[config.mk]
export PLATFORM = sky130hd
export DESIGN_NAME = hub75_bcm_scanner
export DESIGN_NICKNAME = d
export VERILOG_FILES = /design/src/rtl/hub75_bcm_scanner.sv
export SDC_FILE = /design/constraint.sdc
export NUM_CORES = 1
export LEC_CHECK = 0
export BUFFER_PORTS_ARGS = -buffer_cell sky130_fd_sc_hd__buf_2
export CORE_MARGIN = 10
export CORE_UTILIZATION = 53
export CTS_BUF_LIST = sky130_fd_sc_hd__clkbuf_16
export DETAILED_ROUTE_END_ITERATION = 6
export PLACE_DENSITY = 0.74
export SLEW_MARGIN = 20
export SYNTH_ARGS = -nofsm -noshare
export SYNTH_HDL_FRONTEND = slang
export SYNTH_SLANG_ARGS = --single-unit
export TNS_END_PERCENT = 30
[constraint.sdc]
create_clock -name pixel_clk -period 7.3 [get_ports pixel_clk]
set_clock_uncertainty 0.05 [all_clocks]
set_input_delay 0.73 -clock pixel_clk [delete_from_list [all_inputs] [get_ports pixel_clk]]
set_output_delay 0.73 -clock pixel_clk [all_outputs]
set_load 0.02 [all_outputs]
[src/rtl/hub75_bcm_scanner.sv]
`default_nettype none
`timescale 1ns/1ps
// ============================================================================
// Module      : hub75_bcm_scanner
// Description : HUB75 panel scan engine with binary-coded-modulation colour
//               depth, global brightness and framebuffer double-buffer swap.
//               For every scan line and bit plane it reads the upper/lower
//               row pair from a synchronous framebuffer, shifts one bit plane
//               into the panel, latches it and gates OE for a plane-weighted
//               time scaled by the brightness captured at frame start.
//
// Ports       : pixel_clk    - sole clock
//               n_reset      - asynchronous active-low reset
//               fb_addr      - framebuffer read address {line, col}
//               fb_select    - framebuffer half being displayed
//               fb_data      - read data one cycle after fb_addr,
//                              {top R,G,B, bottom R,G,B}, BPC bits each
//               brightness   - global brightness, 255 = full
//               swap_req     - level request to swap buffers at frame end
//               swap_ack     - one-cycle pulse when the swap happens
//               frame_start  - one-cycle pulse at line 0 / plane 0 shift
//               hub75_red/green/blue - bit0 = top half, bit1 = bottom half
//               hub75_addr   - scan line
//               hub75_clk    - shift clock
//               hub75_latch  - latch strobe, active high
//               hub75_oe     - output enable, active low
//               test_en      - (HUB75_BCM_SCANNER_TEST_PATTERN_EN only)
//                              replaces fb_data with a column gradient
//
// Build macro : HUB75_BCM_SCANNER_TEST_PATTERN_EN adds the test_en input.
//
// Revision    : 1.0 - initial parameterised release
// ============================================================================
module hub75_bcm_scanner #(
    parameter int WIDTH      = 64,
    parameter int ROWS       = 32,
    parameter int BPC        = 4,
    parameter int BASE_TICKS = 8,
    localparam int c_LINES   = ROWS / 2,
    localparam int c_LINE_W  = $clog2(c_LINES),
    localparam int c_COL_W   = $clog2(WIDTH)
) (
    input  logic                         pixel_clk,
    input  logic                         n_reset,
    output logic [c_LINE_W+c_COL_W-1:0]  fb_addr,
    output logic                         fb_select,
    input  logic [6*BPC-1:0]             fb_data,
    input  logic [7:0]                   brightness,
    input  logic                         swap_req,
    output logic                         swap_ack,
    output logic                         frame_start,
`ifdef HUB75_BCM_SCANNER_TEST_PATTERN_EN
    input  logic                         test_en,
`endif
    output logic [1:0]                   hub75_red,
    output logic [1:0]                   hub75_green,
    output logic [1:0]                   hub75_blue,
    output logic [c_LINE_W-1:0]          hub75_addr,
    output logic                         hub75_clk,
    output logic                         hub75_latch,
    output logic                         hub75_oe
);

    // ------------------------------------------------------------------------
    // Derived widths
    // ------------------------------------------------------------------------
    localparam int c_PLANE_W = (BPC > 1) ? $clog2(BPC) : 1;
    localparam int c_SCNT_W  = $clog2(2 * WIDTH + 1);
    localparam int c_PER_W   = $clog2((BASE_TICKS << (BPC - 1)) + 1);
    // period * 256 must fit without overflow
    localparam int c_PROD_W  = c_PER_W + 9;

    localparam logic [2:0] c_ST_SHIFT   = 3'd0;
    localparam logic [2:0] c_ST_BLANK   = 3'd1;
    localparam logic [2:0] c_ST_LATCH   = 3'd2;
    localparam logic [2:0] c_ST_DISPLAY = 3'd3;
    localparam logic [2:0] c_ST_NEXT    = 3'd4;

    // ------------------------------------------------------------------------
    // State
    // ------------------------------------------------------------------------
    logic [2:0]                  r_state;
    logic [c_SCNT_W-1:0]         r_scnt;      // 0 = prefetch, odd = phase A, even = phase B
    logic [c_PER_W-1:0]          r_dcnt;      // display cycle index
    logic [c_LINE_W-1:0]         r_line;
    logic [c_PLANE_W-1:0]        r_plane;
    logic [7:0]                  r_bright;

    logic [c_LINE_W+c_COL_W-1:0] r_fb_addr;
    logic                        r_fb_select;
    logic                        r_swap_ack;
    logic                        r_frame_start;
    logic [1:0]                  r_red;
    logic [1:0]                  r_green;
    logic [1:0]                  r_blue;
    logic [c_LINE_W-1:0]         r_hub_addr;
    logic                        r_hub_clk;
    logic                        r_latch;
    logic                        r_oe;

    // ------------------------------------------------------------------------
    // Combinational helpers
    // ------------------------------------------------------------------------
    logic [c_COL_W-1:0]  w_col;
    logic [5:0]          w_fb_bits;     // {topR,topG,topB,botR,botG,botB} at plane
    logic [5:0]          w_bits;
    logic [c_PER_W-1:0]  w_period;
    logic [c_PROD_W-1:0] w_prod;
    logic [c_PROD_W-1:0] w_on;
    logic [c_PROD_W-1:0] w_dnext;
    logic                w_plane_wrap;
    logic                w_line_wrap;
    logic [c_LINE_W-1:0] w_line_next;

    // During phase A (r_scnt = 2c+1) the column being shifted is r_scnt >> 1.
    assign w_col = r_scnt[c_COL_W:1];

    // Channel k of fb_data: k=5 top R ... k=0 bottom B, MSB first per channel.
    for (genvar k = 0; k < 6; k++) begin : g_chan
        logic [BPC-1:0] w_ch;
        assign w_ch         = fb_data[k*BPC +: BPC];
        assign w_fb_bits[k] = w_ch[r_plane];
    end

`ifdef HUB75_BCM_SCANNER_TEST_PATTERN_EN
    // Column gradient: every channel carries col[BPC-1:0], zero-extended
    // when the column index is narrower than the colour depth.
    logic [BPC-1:0] w_tp_val;
    for (genvar b = 0; b < BPC; b++) begin : g_tp
        if (b < c_COL_W) begin : g_in
            assign w_tp_val[b] = w_col[b];
        end else begin : g_out
            assign w_tp_val[b] = 1'b0;
        end
    end
    assign w_bits = test_en ? {6{w_tp_val[r_plane]}} : w_fb_bits;
`else
    assign w_bits = w_fb_bits;
`endif

    // Display period and the brightness-scaled OE-on time for this plane.
    assign w_period = c_PER_W'(BASE_TICKS) << r_plane;
    assign w_prod   = c_PROD_W'(w_period) * c_PROD_W'({1'b0, r_bright} + 9'd1);
    assign w_on     = w_prod >> 8;
    assign w_dnext  = c_PROD_W'(r_dcnt) + c_PROD_W'(1);

    assign w_plane_wrap = (r_plane == c_PLANE_W'(BPC - 1));
    assign w_line_wrap  = (r_line == c_LINE_W'(c_LINES - 1));
    assign w_line_next  = w_plane_wrap ? (w_line_wrap ? '0 : r_line + c_LINE_W'(1))
                                       : r_line;

    // ------------------------------------------------------------------------
    // Scan state machine; every panel and framebuffer output is a flop.
    // ------------------------------------------------------------------------
    always_ff @(posedge pixel_clk or negedge n_reset) begin
        if (!n_reset) begin
            r_state       <= c_ST_SHIFT;
            r_scnt        <= '0;
            r_dcnt        <= '0;
            r_line        <= '0;
            r_plane       <= '0;
            r_bright      <= 8'd0;
            r_fb_addr     <= '0;
            r_fb_select   <= 1'b0;
            r_swap_ack    <= 1'b0;
            r_frame_start <= 1'b0;
            r_red         <= 2'b00;
            r_green       <= 2'b00;
            r_blue        <= 2'b00;
            r_hub_addr    <= '0;
            r_hub_clk     <= 1'b0;
            r_latch       <= 1'b0;
            r_oe          <= 1'b1;
        end else begin
            r_frame_start <= 1'b0;
            r_swap_ack    <= 1'b0;
            case (r_state)
                c_ST_SHIFT: begin
                    r_oe    <= 1'b1;
                    r_latch <= 1'b0;
                    if (r_scnt == '0) begin
                        // Prefetch cycle: fb_addr already holds {line, 0}.
                        if (r_line == '0 && r_plane == '0) begin
                            r_frame_start <= 1'b1;
                            r_bright      <= brightness;
                        end
                        r_scnt <= r_scnt + c_SCNT_W'(1);
                    end else if (r_scnt[0]) begin
                        // Phase A: present data with clock low, fetch next column.
                        r_red     <= {w_bits[2], w_bits[5]};
                        r_green   <= {w_bits[1], w_bits[4]};
                        r_blue    <= {w_bits[0], w_bits[3]};
                        r_hub_clk <= 1'b0;
                        r_fb_addr <= {r_line, w_col + c_COL_W'(1)};
                        r_scnt    <= r_scnt + c_SCNT_W'(1);
                    end else begin
                        // Phase B: rising shift clock with data held.
                        r_hub_clk <= 1'b1;
                        if (r_scnt == c_SCNT_W'(2 * WIDTH)) begin
                            r_scnt  <= '0;
                            r_state <= c_ST_BLANK;
                        end else begin
                            r_scnt <= r_scnt + c_SCNT_W'(1);
                        end
                    end
                end

                c_ST_BLANK: begin
                    // OE is high here, so the row address may move safely.
                    r_oe       <= 1'b1;
                    r_hub_addr <= r_line;
                    r_hub_clk  <= 1'b0;
                    r_latch    <= 1'b1;
                    r_state    <= c_ST_LATCH;
                end

                c_ST_LATCH: begin
                    r_latch <= 1'b0;
                    r_dcnt  <= '0;
                    r_oe    <= (w_on == '0);
                    r_state <= c_ST_DISPLAY;
                end

                c_ST_DISPLAY: begin
                    if (r_dcnt == w_period - c_PER_W'(1)) begin
                        r_oe    <= 1'b1;
                        r_state <= c_ST_NEXT;
                    end else begin
                        r_dcnt <= r_dcnt + c_PER_W'(1);
                        r_oe   <= !(w_dnext < w_on);
                    end
                end

                c_ST_NEXT: begin
                    r_oe      <= 1'b1;
                    r_scnt    <= '0;
                    r_fb_addr <= {w_line_next, {c_COL_W{1'b0}}};
                    r_line    <= w_line_next;
                    if (w_plane_wrap) begin
                        r_plane <= '0;
                        if (w_line_wrap && swap_req) begin
                            r_fb_select <= ~r_fb_select;
                            r_swap_ack  <= 1'b1;
                        end
                    end else begin
                        r_plane <= r_plane + c_PLANE_W'(1);
                    end
                    r_state <= c_ST_SHIFT;
                end

                default: begin
                    r_state <= c_ST_SHIFT;
                    r_scnt  <= '0;
                    r_oe    <= 1'b1;
                    r_latch <= 1'b0;
                end
            endcase
        end
    end

    // ------------------------------------------------------------------------
    // Output mapping
    // ------------------------------------------------------------------------
    assign fb_addr     = r_fb_addr;
    assign fb_select   = r_fb_select;
    assign swap_ack    = r_swap_ack;
    assign frame_start = r_frame_start;
    assign hub75_red   = r_red;
    assign hub75_green = r_green;
    assign hub75_blue  = r_blue;
    assign hub75_addr  = r_hub_addr;
    assign hub75_clk   = r_hub_clk;
    assign hub75_latch = r_latch;
    assign hub75_oe    = r_oe;

endmodule
`default_nettype wire
Yosys cells after proc, flatten, opt, wreduce, memory -nomap -nowiden

Cells that the tools add are included.

Bits in read-only memories: 0
Bits of input ports: 35
Bits in latches: 0
Word-level logic and storage cells: 106
Register bits: 58
Bits in writable memories: 0
Output and inout port bits: 26
Memories kept: 0

Reductions and logical operators: 20
Order comparisons: 2
$add $sub $neg: 8
Multiply operators: 1
Eq/ne operators: 14
Divide/modulo/power cells: 0
Shift-type cells: 1
Mux-type cells: 41
Bitwise gates (word level): 2

Operators with widths:

| kind                                            | number |
|---|---|
| two-way mux 8 bit                               | 3 |
| two-way mux 10 bit                              | 2 |
| one-hot mux 10 bit (2 select lines)             | 1 |
| zero test 16 bit                                | 1 |
| multiplier 7 x 9 -> 16 bit                      | 1 |
| one-hot mux 8 bit (2 select lines)              | 1 |
| two-way mux 1 bit                               | 15 |
| one-hot mux 7 bit (2 select lines)              | 1 |
| binary-select mux 1 bit (select 2 bit)          | 6 |
| two-way mux 3 bit                               | 4 |
| inequality test 2 bit, second input constant    | 6 |
| one-hot mux 3 bit (4 select lines)              | 1 |
| AND reduction 3 bit                             | 4 |
| adder 8 x 1 -> 9 bit, second input constant     | 1 |
| adder 7 x 1 -> 8 bit, second input constant     | 1 |
| adder 8 x 1 -> 8 bit, second input constant     | 1 |
| == test 8 bit, second input constant            | 1 |
| zero test 8 bit                                 | 1 |
| less-than comparator 8 bit                      | 1 |
| two-way mux 4 bit                               | 2 |
| adder 7 x 1 -> 7 bit, second input constant     | 1 |
| == test 7 bit                                   | 1 |
| two-way mux 7 bit                               | 1 |
| left shift 4 x 2 -> 7 bit, first input constant | 1 |
| 23 further kinds                                | 31 |

Longest topological paths before layout

Gate-level depths: netlist of the first run.

Word-level depth: 6
Gate-level depth with buffers: 23
Mapped depth without buffers: 22

Worst setup path before layout of the first run

No wires, ideal clock.

Kind: reg-to-reg
Start: reg r_plane[0]
End: reg r_oe (netlist: hub75_oe)
Path buffers: 1
Stages on the path, launching flop included: 22
Setup slack: 1.977 ns
Library setup time: 0.094 ns
Data required time: 7.156 ns
Data arrival time: 5.178 ns
Path through: dfrtp_1 clkbuf_1 inv_1 ha_1 and2_1 fa_1 inv_1 fa_1 inv_1 ha_1 ha_1 nand4b_1 or2_2 fa_1 nor2b_1 o21ai_0 and3_1 or3_1 ha_1 o21ai_0 o21a_1 a311oi_1

Cells in the longest elaborated chain, start to end: 6

Ends and longest elaborated chain:

| what                                 | RTL line | RTL |
|---|---|---|
| start: declaration                   | 86       | `logic [c_PLANE_W-1:0] r_plane;` |
| start signal: assignment             | 246      | `r_plane <= r_plane + c_PLANE_W'(1);` |
| left shift 4 x 2 -> 7 bit *          | 142      | `assign w_period = c_PER_W'(BASE_TICKS) << r_plane;` |
| multiplier 7 x 9 -> 16 bit           | 143      | `assign w_prod = c_PROD_W'(w_period) * c_PROD_W'({1'b0, r_bright} + 9'd1);` |
| less-than comparator 8 bit           | 230      | `r_oe <= !(w_dnext < w_on);` |
| zero test 1 bit                      | 230      |  |
| two-way mux 1 bit                    | 225      | `if (r_dcnt == w_period - c_PER_W'(1)) begin` |
| one-hot mux 1 bit (2 select lines) * | 177      | `case (r_state)` |
| end signal: assignment               | 220      | `r_oe <= (w_on == '0);` |
| end signal: assignment               | 230      |  |
| end: declaration                     | 99       | `logic r_oe;` |

Every way passes the cells marked *; elsewhere a longest branch is shown, timed or not.
A chain may end at the register's enable or synchronous reset.

Worst setup path after layout of the first run

Same ends and word-level chain as after synthesis.

==> results of run 1 <==
cells by family (layout without fill, tap and decap cells):
logic type	after synthesis	in the layout	share of synthesized area
AOI/OAI and AO/OA	64	64	0.09037
DFF	58	58	0.3269
xor gates and xnor gates	29	29	0.05715
adders and majority gates	62	62	0.1999
buffers and inverters	52	112	0.04898
muxes	32	32	0.09516
and+or+nand+nor	153	153	0.1816
registers in the layout, summed over array words and instances (netlist names), 3 cells and up:
name        count
fb_addr        10
r_bright        8
r_scnt          8
r_dcnt          7
hub75_addr      4
r_line          4
r_state         3
worst max path at each step:
stage	to	slack, ns	cells after the start
2_1_floorplan	hub75_oe$_DFF_PN1_	1.98	21
3_3_place_gp	hub75_oe$_DFF_PN1_	1.85	20
3_5_place_dp	hub75_oe$_DFF_PN1_	1.69	20
4_1_cts	hub75_oe$_DFF_PN1_	1.68	20
5_1_grt	hub75_oe$_DFF_PN1_	1.23	20
6_report	hub75_oe$_DFF_PN1_	1.70	20
placed cells by master (no fill, tap or decap), drive strengths merged, types with 2 or more instances in the layout:
cell type / synthesis / layout
o21ai: 33 / 33
nand2b: 11 / 11
o31ai: 8 / 8
inv: 37 / 37
nand3: 22 / 22
fa: 15 / 15
xnor2: 13 / 13
o21a: 2 / 2
or4: 3 / 3
and3: 10 / 10
or3: 3 / 3
nor4: 2 / 2
nor2: 19 / 19
mux4: 6 / 6
clkinv: 0 / 4
a21oi: 10 / 10
or2: 2 / 2
ha: 47 / 47
xor2: 16 / 16
dfrtp: 57 / 57
a21o: 3 / 3
mux2: 22 / 22
and2: 15 / 15
buf: 6 / 61
nand4: 2 / 2
mux2i: 4 / 4
nand2: 41 / 41
nor2b: 16 / 16
nor3: 5 / 5
clkbuf: 9 / 9
a211oi: 3 / 3
power by group:
group / total [mW] / leakage [nW] / switching [mW] / internal, mW
Clock: 0.393 / 0.136 / 0.137 / 0.256
Sequential: 0.330 / 0.746 / 0.00341 / 0.326
Combinational: 0.0427 / 1.62 / 0.0231 / 0.0196
Total: 0.765 / 2.50 / 0.164 / 0.602
worst max-delay path, delay by kind of cell (launching register included):
kind / cells / cell delay (ns)
flops: 1 / 0.69
simple gates: 6 / 1.36
fa+ha+maj: 7 / 2.58
buf+inv: 3 / 0.25
compound gates: 4 / 0.60
layout make-up:
cell class / instances / area, um2 / area share
clock buffers: 9 / 225.2 / 0.04436
clock inverters: 5 / 47.55 / 0.009364
inverters: 37 / 138.9 / 0.02735
multi-input cells: 340 / 2774 / 0.5463
flip-flops and latches: 58 / 1453 / 0.2861
well taps: 105 / 131.4 / 0.02587
repair buffers: 61 / 307.8 / 0.06062
synthesized netlist by cell type, types with 3 or more instances:
library cell / instances
mux2_1: 14
and3_1: 8
o31ai_1: 8
mux4_2: 6
nand2_1: 40
nand2b_1: 11
nor2_1: 18
buf_2: 3
a21o_1: 3
nor2b_1: 16
dfrtp_1: 57
inv_1: 37
clkbuf_1: 9
or3_1: 3
o21ai_1: 13
a21oi_1: 10
o21ai_0: 18
a211oi_1: 3
mux2i_1: 4
ha_1: 47
fa_1: 15
xnor2_1: 13
nor3_1: 5
xor2_1: 16
and2_1: 15
nand3_1: 22
mux2_2: 8
routing by layer:
metal,wire length (um),part of all wire,track usage
met1,3968,0.44,0.1713
met2,4631,0.51,0.2540
met3,303,0.034,0.03704
met4,133,0.015,0.04456
met5,0,0,0
per-stage QoR:
| stage | cells | total power [mW] | hold slack (ns) | setup WS (ns) | cell area, um2 |
|---|---|---|---|---|---|
| CTS | 615 | 0.7707 | 0.4128 | 1.683 | 5077 |
| global placement | 601 | 0.3766 | 0.3989 | 1.854 | 4805 |
| detailed placement | 601 | 0.3783 | 0.4037 | 1.694 | 4805 |
| finish | 615 | 0.7652 | 0.4121 | 1.702 | 5077 |
| floorplan | 450 | 0.3558 | 0.3844 | 1.977 | 4444 |
| global route | 615 | 0.7927 | 0.4230 | 1.231 | 5077 |
==> run metrics, run 1 <==
total CTS buffers 9; Final GP Congestion just under 0.9; critical setup path kind flip-flop to flip-flop; path depth of the worst reg2reg path 20; unrepaired setup endpoints after global routing false; mean post-synth cell area 9.876 um2; setup TNS 0 ns; Syn-to-layout area delta 14.25%; CTS max path bufs 2; Slowest-stage cell, CP dfrtp_1; synthesized area between 0.004 and 0.005 mm2; number of core rows 33; number of max-cap violations 0; Synth Register Bits 58; RR Startpoint r_plane[0]$_DFFE_PN0P_; max incr delay on CP 0.69 ns; CTS root buf clkbuf_16; leakage about 2.5 nW; Final Hold Vio Count 0; Mapped Cells 450; status complete, no violations; Startpoint Class flip-flop; Filler cells approximately 670; DRC Markers 0; number of vias per cell around 5.4; setup bufs post-CTS 0; total number of H-tree levels 3; initial antenna violation count 0; cell repeated most along the worst path ha_1; Max Fclk roughly 180 MHz; Least-Margin Pin Slew about 0.73 ns; initial core utilization 0.5436; Final nets a little over 600; first-pass GRT wire length roughly 16 mm; largest net degree at the start of global routing a little under 60; Yosys warnings 0; hold path endpoint fb_select$_DFFE_PN0P_; hold-fix buffer count after cts 0; largest area contributor in the netlist dfrtp_1; DIE AREA 0.01245 mm2; ant diodes 0; IO Pins about 60; Syn Nets about 550; Critical Path RT between 7 and 8 ns; Min-Delay Path Depth 1; clock net sink count 58; Tot GR Track Use 0.1456; CTS tree built; EDFF count, synth 0; leading post-synthesis cells by cell area dfrtp_1 32%, ha_1 13%, fa_1 6.8%, mux2_1 3.5%, nand2_1 3.4%; ys flop type dfrtp_1; later-pin clock latency in the skew report ~0.32 ns; Post-Route WL about 9 mm; Seq/Total Area, Yosys 0.3269; Hold WC Path Type flip-flop to flip-flop; 1st-iter DRT viols slightly below 100; routed vias roughly 3400; Slew HR 0.5139; crit path max fanout 11; Slew Viols, Final 0; period utilization 0.7669; Post-synth ARST share 1.000; PostCTS Resize Cnt 0; Final min period 5.598 ns; Die Y around 110 um; Synth top area share 0.3209; CP endpoint kind flip-flop; post-synth cell types 48; Worst-path clk slew around 0.05 ns; number of global-route vias before repair 3375; Die Width 111.6 um; R2R setup slack ~1.7 ns; detailed-placement wirelength estimate approximately 7 mm; HP Start fb_select$_DFFE_PN0P_; cells along the critical path inv_1 > ha_1 > and2_1 > fa_1 > inv_1 > fa_1 > inv_1 > ha_1 > ha_1 > nand4b_1 > or2_2 > fa_1 > nor2b_1 > o21ai_0 > and3_1 > or3_1 > ha_1 > o21ai_0 > o21a_1 > a311oi_1; Worst Path Arrival approximately 5.8 ns; worst r2r dst hub75_oe$_DFF_PN1_; PortBufs 60; VDD IR max approximately 0.12 mV; final global-route overflow total 0; Initial DRT Pass Iterations 4; worst setup path start r_plane[0]$_DFFE_PN0P_; post-route antenna net violation count 0; Power Density between 150 and 200 mW/mm2; Routed WL per cell 14.69 um; core footprint between 0.008 and 0.009 mm2; layout cell share with drive strength beyond 1 0.1941; final setup fails 0; Util after Layout 0.6211
Note: power is estimated with default switching activity, not from simulation.
==> run 2: changes to the inputs <==
==> constraint.sdc (replaced) <==
create_clock -name pixel_clk -period 5.7 [get_ports pixel_clk]
set_clock_uncertainty 0.05 [all_clocks]
set_input_delay 0.57 -clock pixel_clk [delete_from_list [all_inputs] [get_ports pixel_clk]]
set_output_delay 0.57 -clock pixel_clk [all_outputs]
set_load 0.02 [all_outputs]
==> run metrics, run 2 (synthesis gave the netlist of run 1 again) <==
number of vias per cell 5.483 (+0.66%); most common cell after layout, fill and taps aside buf_2; cells along the critical path inv_1 > ha_1 > nor2b_1 > fa_1 > inv_1 > fa_1 > inv_1 > ha_1 > ha_1 > nand4b_1 > or2_2 > fa_1 > nor2b_1 > o21ai_0 > and3_1 > or3_1 > ha_1 > o21ai_0 > o21a_1 > a311oi_1; clock net sink count 58 (unchanged); Slew Viols, Final 0 (unchanged); Syn-to-layout area delta 15.43%; most used routing layer met2; PostCTS Resize Cnt 0 (unchanged); max incr delay on CP 0.52 ns (-0.17 ns); core footprint 0.008175 mm2 (unchanged); Hold WC Path Type primary input to asynchronous set/reset pin; number of global-route vias before repair 3607 (+6.9%); total CTS buffers 9 (unchanged); met3 usage 0.02523 (-0.01181); ant diodes 0 (unchanged); later-pin clock latency in the skew report 0.32 ns (about the same); number of core rows 33 (unchanged); DRC Markers 0 (unchanged); Final min period 5.354 ns (-0.2441 ns); Power Density 201.7 mW/mm2 (+34%); VDD IR max 0.1352 mV (+12%); first-pass GRT wire length 16.79 mm (+7.8%); Startpoint Class flip-flop; post-route antenna net violation count 0 (unchanged); Post-Route WL 9.488 mm (+5.0%); unrepaired setup endpoints after global routing false; critical setup path kind flip-flop to flip-flop; Max Fclk 186.8 MHz (+4.6%); worst setup path start r_plane[1]$_DFFE_PN0P_; final cell count without fillers 619 (+0.65%); R2R setup slack 0.35 ns (-1.36 ns); IO Pins 61 (unchanged); CTS root buf clkbuf_16; Die Width 111.6 um (unchanged); Final GP Congestion 0.8718 (+0.38%); Inst Count DP 603 (+0.33%); routed vias 3394 (+1.3%); Buffers & Inverters on Critical Path 3 (unchanged); Slowest-stage cell, CP dfrtp_2; crit path max fanout 11 (unchanged); leakage 2.522 nW (+0.85%); path depth of the worst reg2reg path 20 (unchanged); period utilization 0.9393 (+0.1724); Critical Path RT 5.88 ns (-1.60 ns); setup TNS 0 ns (unchanged); CP endpoint kind flip-flop; final setup fails 0 (unchanged); Worst Path Arrival 5.53 ns (-0.25 ns); Tot GR Track Use 0.1562 (+0.01058); Total Power Consumption 1.035 mW (+35%); hold-fix buffer count after cts 0 (unchanged); initial antenna violation count 0 (unchanged); final global-route overflow total 0 (unchanged); GRT met2 Usage 0.2778 (+0.02384); 1st-iter DRT viols 160 (+63%); family with the most delay on the worst path adder cells; Final nets 606 (+0.33%); global routing usage on met1 0.1855 (+0.01418); Slew HR 0.5105 (-0.003432); DIE AREA 0.01245 mm2 (unchanged); PortBufs 60 (unchanged); Least-Margin Pin Slew 0.7287 ns (-0.0004585 ns); Die Y 111.6 um (unchanged); CTS tree built; Filler cells 644 (-3.7%); CTS max path bufs 2 (unchanged); detailed-placement wirelength estimate 7.410 mm (+5.0%); number of max-cap violations 0 (unchanged); Worst-path clk slew 0.05 ns (about the same); setup bufs post-CTS 0 (unchanged); max FFs per register 10 (unchanged); Initial DRT Pass Iterations 4 (unchanged); initial core utilization 0.5436 (unchanged); RR Startpoint r_plane[1]$_DFFE_PN0P_; cell count along the critical path 20 (unchanged); layout cell share with drive strength beyond 1 0.2004 (+0.006271); status complete, no violations; Routed WL per cell 15.33 um (+4.3%); most frequent cells in the layout 60 x buf_2, 56 x dfrtp_1, 47 x ha_1; worst r2r dst hub75_oe$_DFF_PN1_; cell repeated most along the worst path ha_1; largest net degree at the start of global routing 59 (unchanged); total number of H-tree levels 3 (unchanged); Worst Setup EP hub75_oe$_DFF_PN1_; Final Hold Vio Count 0 (unchanged)
[run 2: cell types whose count changed in the layout (fill, tap and decap cells not counted)]
cell        delta
dfrtp_2        +1
dfrtp_1        -1
clkinv_1       +1
buf_4          +2
bufinv_16      +1
clkinv_2       -1
clkinvlp_4     +1
[run 2: worst min-delay path by stage]
stage / from / to / depth (start not counted) / slack (ns)
2_1_floorplan: n_reset / fb_addr[0]$_DFFE_PN0P_ / 0 / 0.22
3_3_place_gp: fb_select$_DFFE_PN0P_ / fb_select$_DFFE_PN0P_ / 1 / 0.40
3_5_place_dp: fb_select$_DFFE_PN0P_ / fb_select$_DFFE_PN0P_ / 1 / 0.40
4_1_cts: n_reset / fb_addr[9]$_DFFE_PN0P_ / 2 / 0.36
5_1_grt: n_reset / fb_addr[6]$_DFFE_PN0P_ / 2 / 0.40
6_report: n_reset / hub75_addr[0]$_DFFE_PN0P_ / 2 / 0.33
[run 2: worst register-to-register path, delay by kind of cell, from the launching register on]
family	cells	cell delay, ns
buf+inv	3	0.22
compound gates	4	0.61
simple gates	6	1.34
fa+ha+maj	7	2.53
flops	1	0.52
[run 2: per-layer routing]
| metal | share of wire | wire length, um | vias up |
|---|---|---|---|
| li1 | - | - | 1663 |
| met1 | 0.45 | 4229 | 1654 |
| met2 | 0.51 | 4856 | 57 |
| met3 | 0.024 | 231 | 20 |
| met4 | 0.018 | 170 | 0 |
| met5 | 0 | 0 | - |
[run 2: report_power, final]
| group | leakage [nW] | switching (mW) | internal [mW] | total, mW |
|---|---|---|---|---|
| Combinational | 1.63 | 0.0290 | 0.0252 | 0.0542 |
| Clock | 0.148 | 0.182 | 0.376 | 0.559 |
| Sequential | 0.744 | 0.00437 | 0.417 | 0.422 |
| Total | 2.52 | 0.216 | 0.819 | 1.03 |
[run 2: per-stage QoR]
| stage | setup slack [ns] | cell area [um2] | hold slack [ns] | utilization |
|---|---|---|---|---|
| 2_1_floorplan | 0.3774 | 4444 | 0.2244 | - |
| 3_3_place_gp | 0.3861 | 4820 | 0.3987 | 0.5895 |
| 3_5_place_dp | 0.2147 | 4820 | 0.4031 | 0.5895 |
| 4_1_cts | 0.1920 | 5129 | 0.3611 | 0.6273 |
| 5_1_grt | 0.02584 | 5130 | 0.4030 | 0.6275 |
| 6_report | 0.3459 | 5130 | 0.3286 | 0.6275 |
[run 2: cell type report]
type / count / area [um2] / share of cell area
Clock buffer: 9 / 225.2 / 0.04390
Timing Repair Buffer: 63 / 322.8 / 0.06293
Inverter: 37 / 138.9 / 0.02707
Multi-Input combinational cell: 340 / 2774 / 0.5407
Tap cell: 105 / 131.4 / 0.02561
Clock inverter: 7 / 83.83 / 0.01634
Sequential cell: 58 / 1454 / 0.2834
==> run 3: changes to the inputs <==
--- a/config.mk
+++ b/config.mk
@@ -5,7 +5,7 @@
 export SDC_FILE = /design/constraint.sdc
 export NUM_CORES = 1
 export LEC_CHECK = 0
-export BUFFER_PORTS_ARGS = -buffer_cell sky130_fd_sc_hd__buf_2
+export BUFFER_PORTS_ARGS = -buffer_cell sky130_fd_sc_hd__buf_4
 export CORE_MARGIN = 10
 export CORE_UTILIZATION = 53
 export CTS_BUF_LIST = sky130_fd_sc_hd__clkbuf_16
==> run metrics, run 3 (synthesis gave the netlist of run 1 again) <==
final instance area 0.005243 mm2 (+2.2%); critical setup path kind flip-flop to flip-flop; routed vias 3437 (+1.3%); later-pin clock latency in the skew report 0.33 ns (about the same); most common cell after layout, fill and taps aside buf_4; CTS tree built; Critical Path RT 5.89 ns (about the same); total number of H-tree levels 3 (unchanged); 1st-iter DRT viols 173 (+8.1%); max incr delay on CP 0.54 ns (+0.02 ns); CTS max path bufs 2 (unchanged); Startpoint Class flip-flop; ant diodes 0 (unchanged); Power Density 187.7 mW/mm2 (-6.9%); Hold WS 0.2418 ns (-0.08684 ns); Die Width 111.6 um (unchanged); max FFs per register 10 (unchanged); Reg area 0.001454 mm2 (unchanged); number of vias per cell 5.561 (+1.4%); leakage 2.537 nW (+0.62%); Final GP Congestion 0.8632 (-0.99%); area of the multi-input gates 0.002774 mm2 (unchanged); IO Pins 61 (unchanged); initial core utilization 0.5436 (unchanged); setup bufs post-CTS 0 (unchanged); Filler cells 692 (+7.5%); Die Y 111.6 um (unchanged); unrepaired setup endpoints after global routing false; placed cell area 0.004962 mm2 (+3.0%); Initial DRT Pass Iterations 5 (+1); Worst Path Arrival 5.52 ns (about the same); status complete, no violations; Hold WC Path Type primary input to asynchronous set/reset pin; PortBufs 60 (unchanged); Final Hold Vio Count 0 (unchanged); Least-Margin Pin Slew 0.7318 ns (+0.003068 ns); cells along the critical path ha_1 > and2_1 > fa_1 > inv_1 > fa_1 > inv_1 > ha_1 > ha_1 > nand4b_1 > or2_2 > fa_1 > nor2b_1 > o21ai_0 > and3_1 > or3_1 > ha_1 > o21ai_0 > o21a_1 > a311oi_1; first-pass GRT wire length 16.42 mm (-2.2%); most frequent cells in the layout 62 x buf_4, 56 x dfrtp_1, 47 x ha_1; initial antenna violation count 0 (unchanged); Syn-to-layout area delta 17.96%; CTS root buf clkbuf_16; clock net sink count 58 (unchanged); final setup fails 0 (unchanged); layout cell share with drive strength beyond 1 0.2047 (+0.004289); post-route antenna net violation count 0 (unchanged); total CTS buffers 9 (unchanged); DIE AREA 0.01245 mm2 (unchanged); Routed WL per cell 15.28 um (-0.34%); CP endpoint kind flip-flop; number of core rows 33 (unchanged); Slew Viols, Final 0 (unchanged); Max Fclk 187.4 MHz (+0.35%); final global-route overflow total 0 (unchanged); Tot GR Track Use 0.1536 (-0.002582); crit path max fanout 13 (+2); core footprint 0.008175 mm2 (unchanged); number of global-route vias before repair 3514 (-2.6%); cell repeated most along the worst path ha_1; largest net degree at the start of global routing 59 (unchanged); VDD IR max 0.1338 mV (-1.1%); period utilization 0.9360 (-0.003314); Final nets 605 (-0.17%); Final min period 5.335 ns (-0.01889 ns); DRC Markers 0 (unchanged); Slowest-stage cell, CP fa_1; detailed-placement wirelength estimate 7.430 mm (+0.27%); Slew HR 0.5121 (+0.001692); Post-Route WL 9.440 mm (-0.51%); setup TNS 0 ns (unchanged); Worst-path clk slew 0.06 ns (about the same); number of max-cap violations 0 (unchanged)
==> run 3: cell types whose count changed in the layout (fill, tap and decap cells not counted), moves of 2 or more <==
| cell | previous run | this run |
|---|---|---|
| buf_2 | 60 | 0 |
| buf_4 | 3 | 62 |
| bufinv_16 | 2 | 0 |
| clkinv_1 | 3 | 0 |
| clkinvlp_4 | 1 | 3 |
| inv_6 | 0 | 2 |
==> run 3: worst max-delay path: cells and delay by family (launching register included) <==
kind,cells,cell delay (ns)
flops,1,0.51
simple gates,6,1.36
compound gates,4,0.58
fa+ha+maj,7,2.63
buf+inv,2,0.09
==> run 3: final timing paths <==
| check | from | end | slack, ns | depth (start not counted) |
|---|---|---|---|---|
| max in group asynchronous | n_reset | r_plane[1]$_DFFE_PN0P_ | 4.82 | 1 |
| worst max register to register | r_plane[1]$_DFFE_PN0P_ | hub75_oe$_DFF_PN1_ | 0.36 | 19 |
| worst max-delay path | r_plane[1]$_DFFE_PN0P_ | hub75_oe$_DFF_PN1_ | 0.36 | 19 |
| worst min-delay path | n_reset | fb_addr[6]$_DFFE_PN0P_ | 0.24 | 1 |
| worst min register to register | fb_select$_DFFE_PN0P_ | fb_select$_DFFE_PN0P_ | 0.42 | 1 |
| min in group pixel_clk | brightness[6] | r_bright[6]$_DFFE_PN0P_ | 0.41 | 2 |
==> run 3: stage by stage <==
| step | setup slack [ns] | utilization | std cells | power [mW] |
|---|---|---|---|---|
| floorplan | 0.3774 | - | 450 | 0.4556 |
| detailed placement | 0.1996 | 0.6070 | 602 | 0.4921 |
| finish | 0.3648 | 0.6413 | 618 | 0.9842 |
| global route | 0.02376 | 0.6413 | 618 | 1.024 |
| global placement | 0.3732 | 0.6070 | 602 | 0.4897 |
| CTS | 0.2046 | 0.6411 | 618 | 0.9908 |
==> run 3: cell type report <==
class	instances	share of cell area
multi-input combinational	340	0.5291
sequential	58	0.2773
timing repair buffer	62	0.08878
clock buffer	9	0.04296
inverter	37	0.02649
tap	105	0.02506
clock inverter	7	0.01026
==> run 3: where the power goes <==
| part | total [mW] | internal (mW) | leakage, nW | switching [mW] |
|---|---|---|---|---|
| Clock | 0.500 | 0.296 | 0.128 | 0.204 |
| Combinational | 0.0624 | 0.0324 | 1.67 | 0.0300 |
| Sequential | 0.422 | 0.417 | 0.744 | 0.00462 |
| Total | 0.984 | 0.746 | 2.54 | 0.238 |
==> run 3: routing by layer <==
| layer | track usage | wire length, um | vias up |
|---|---|---|---|
| met2 | 0.2677 | 4867 | 78 |
| met1 | 0.1803 | 4011 | 1671 |
| met4 | 0.05656 | 192 | 0 |
| met3 | 0.03435 | 369 | 19 |
| met5 | 0 | 0 | - |
| li1 | - | - | 1669 |
==> run 3: what timing repair did <==
action | 4_1_cts | 5_1_grt
resized for setup | 0 | 1
endpoints found under the hold margin | 0 | 0
hold buffers | 0 | 0
endpoints found under the setup margin | 0 | 1
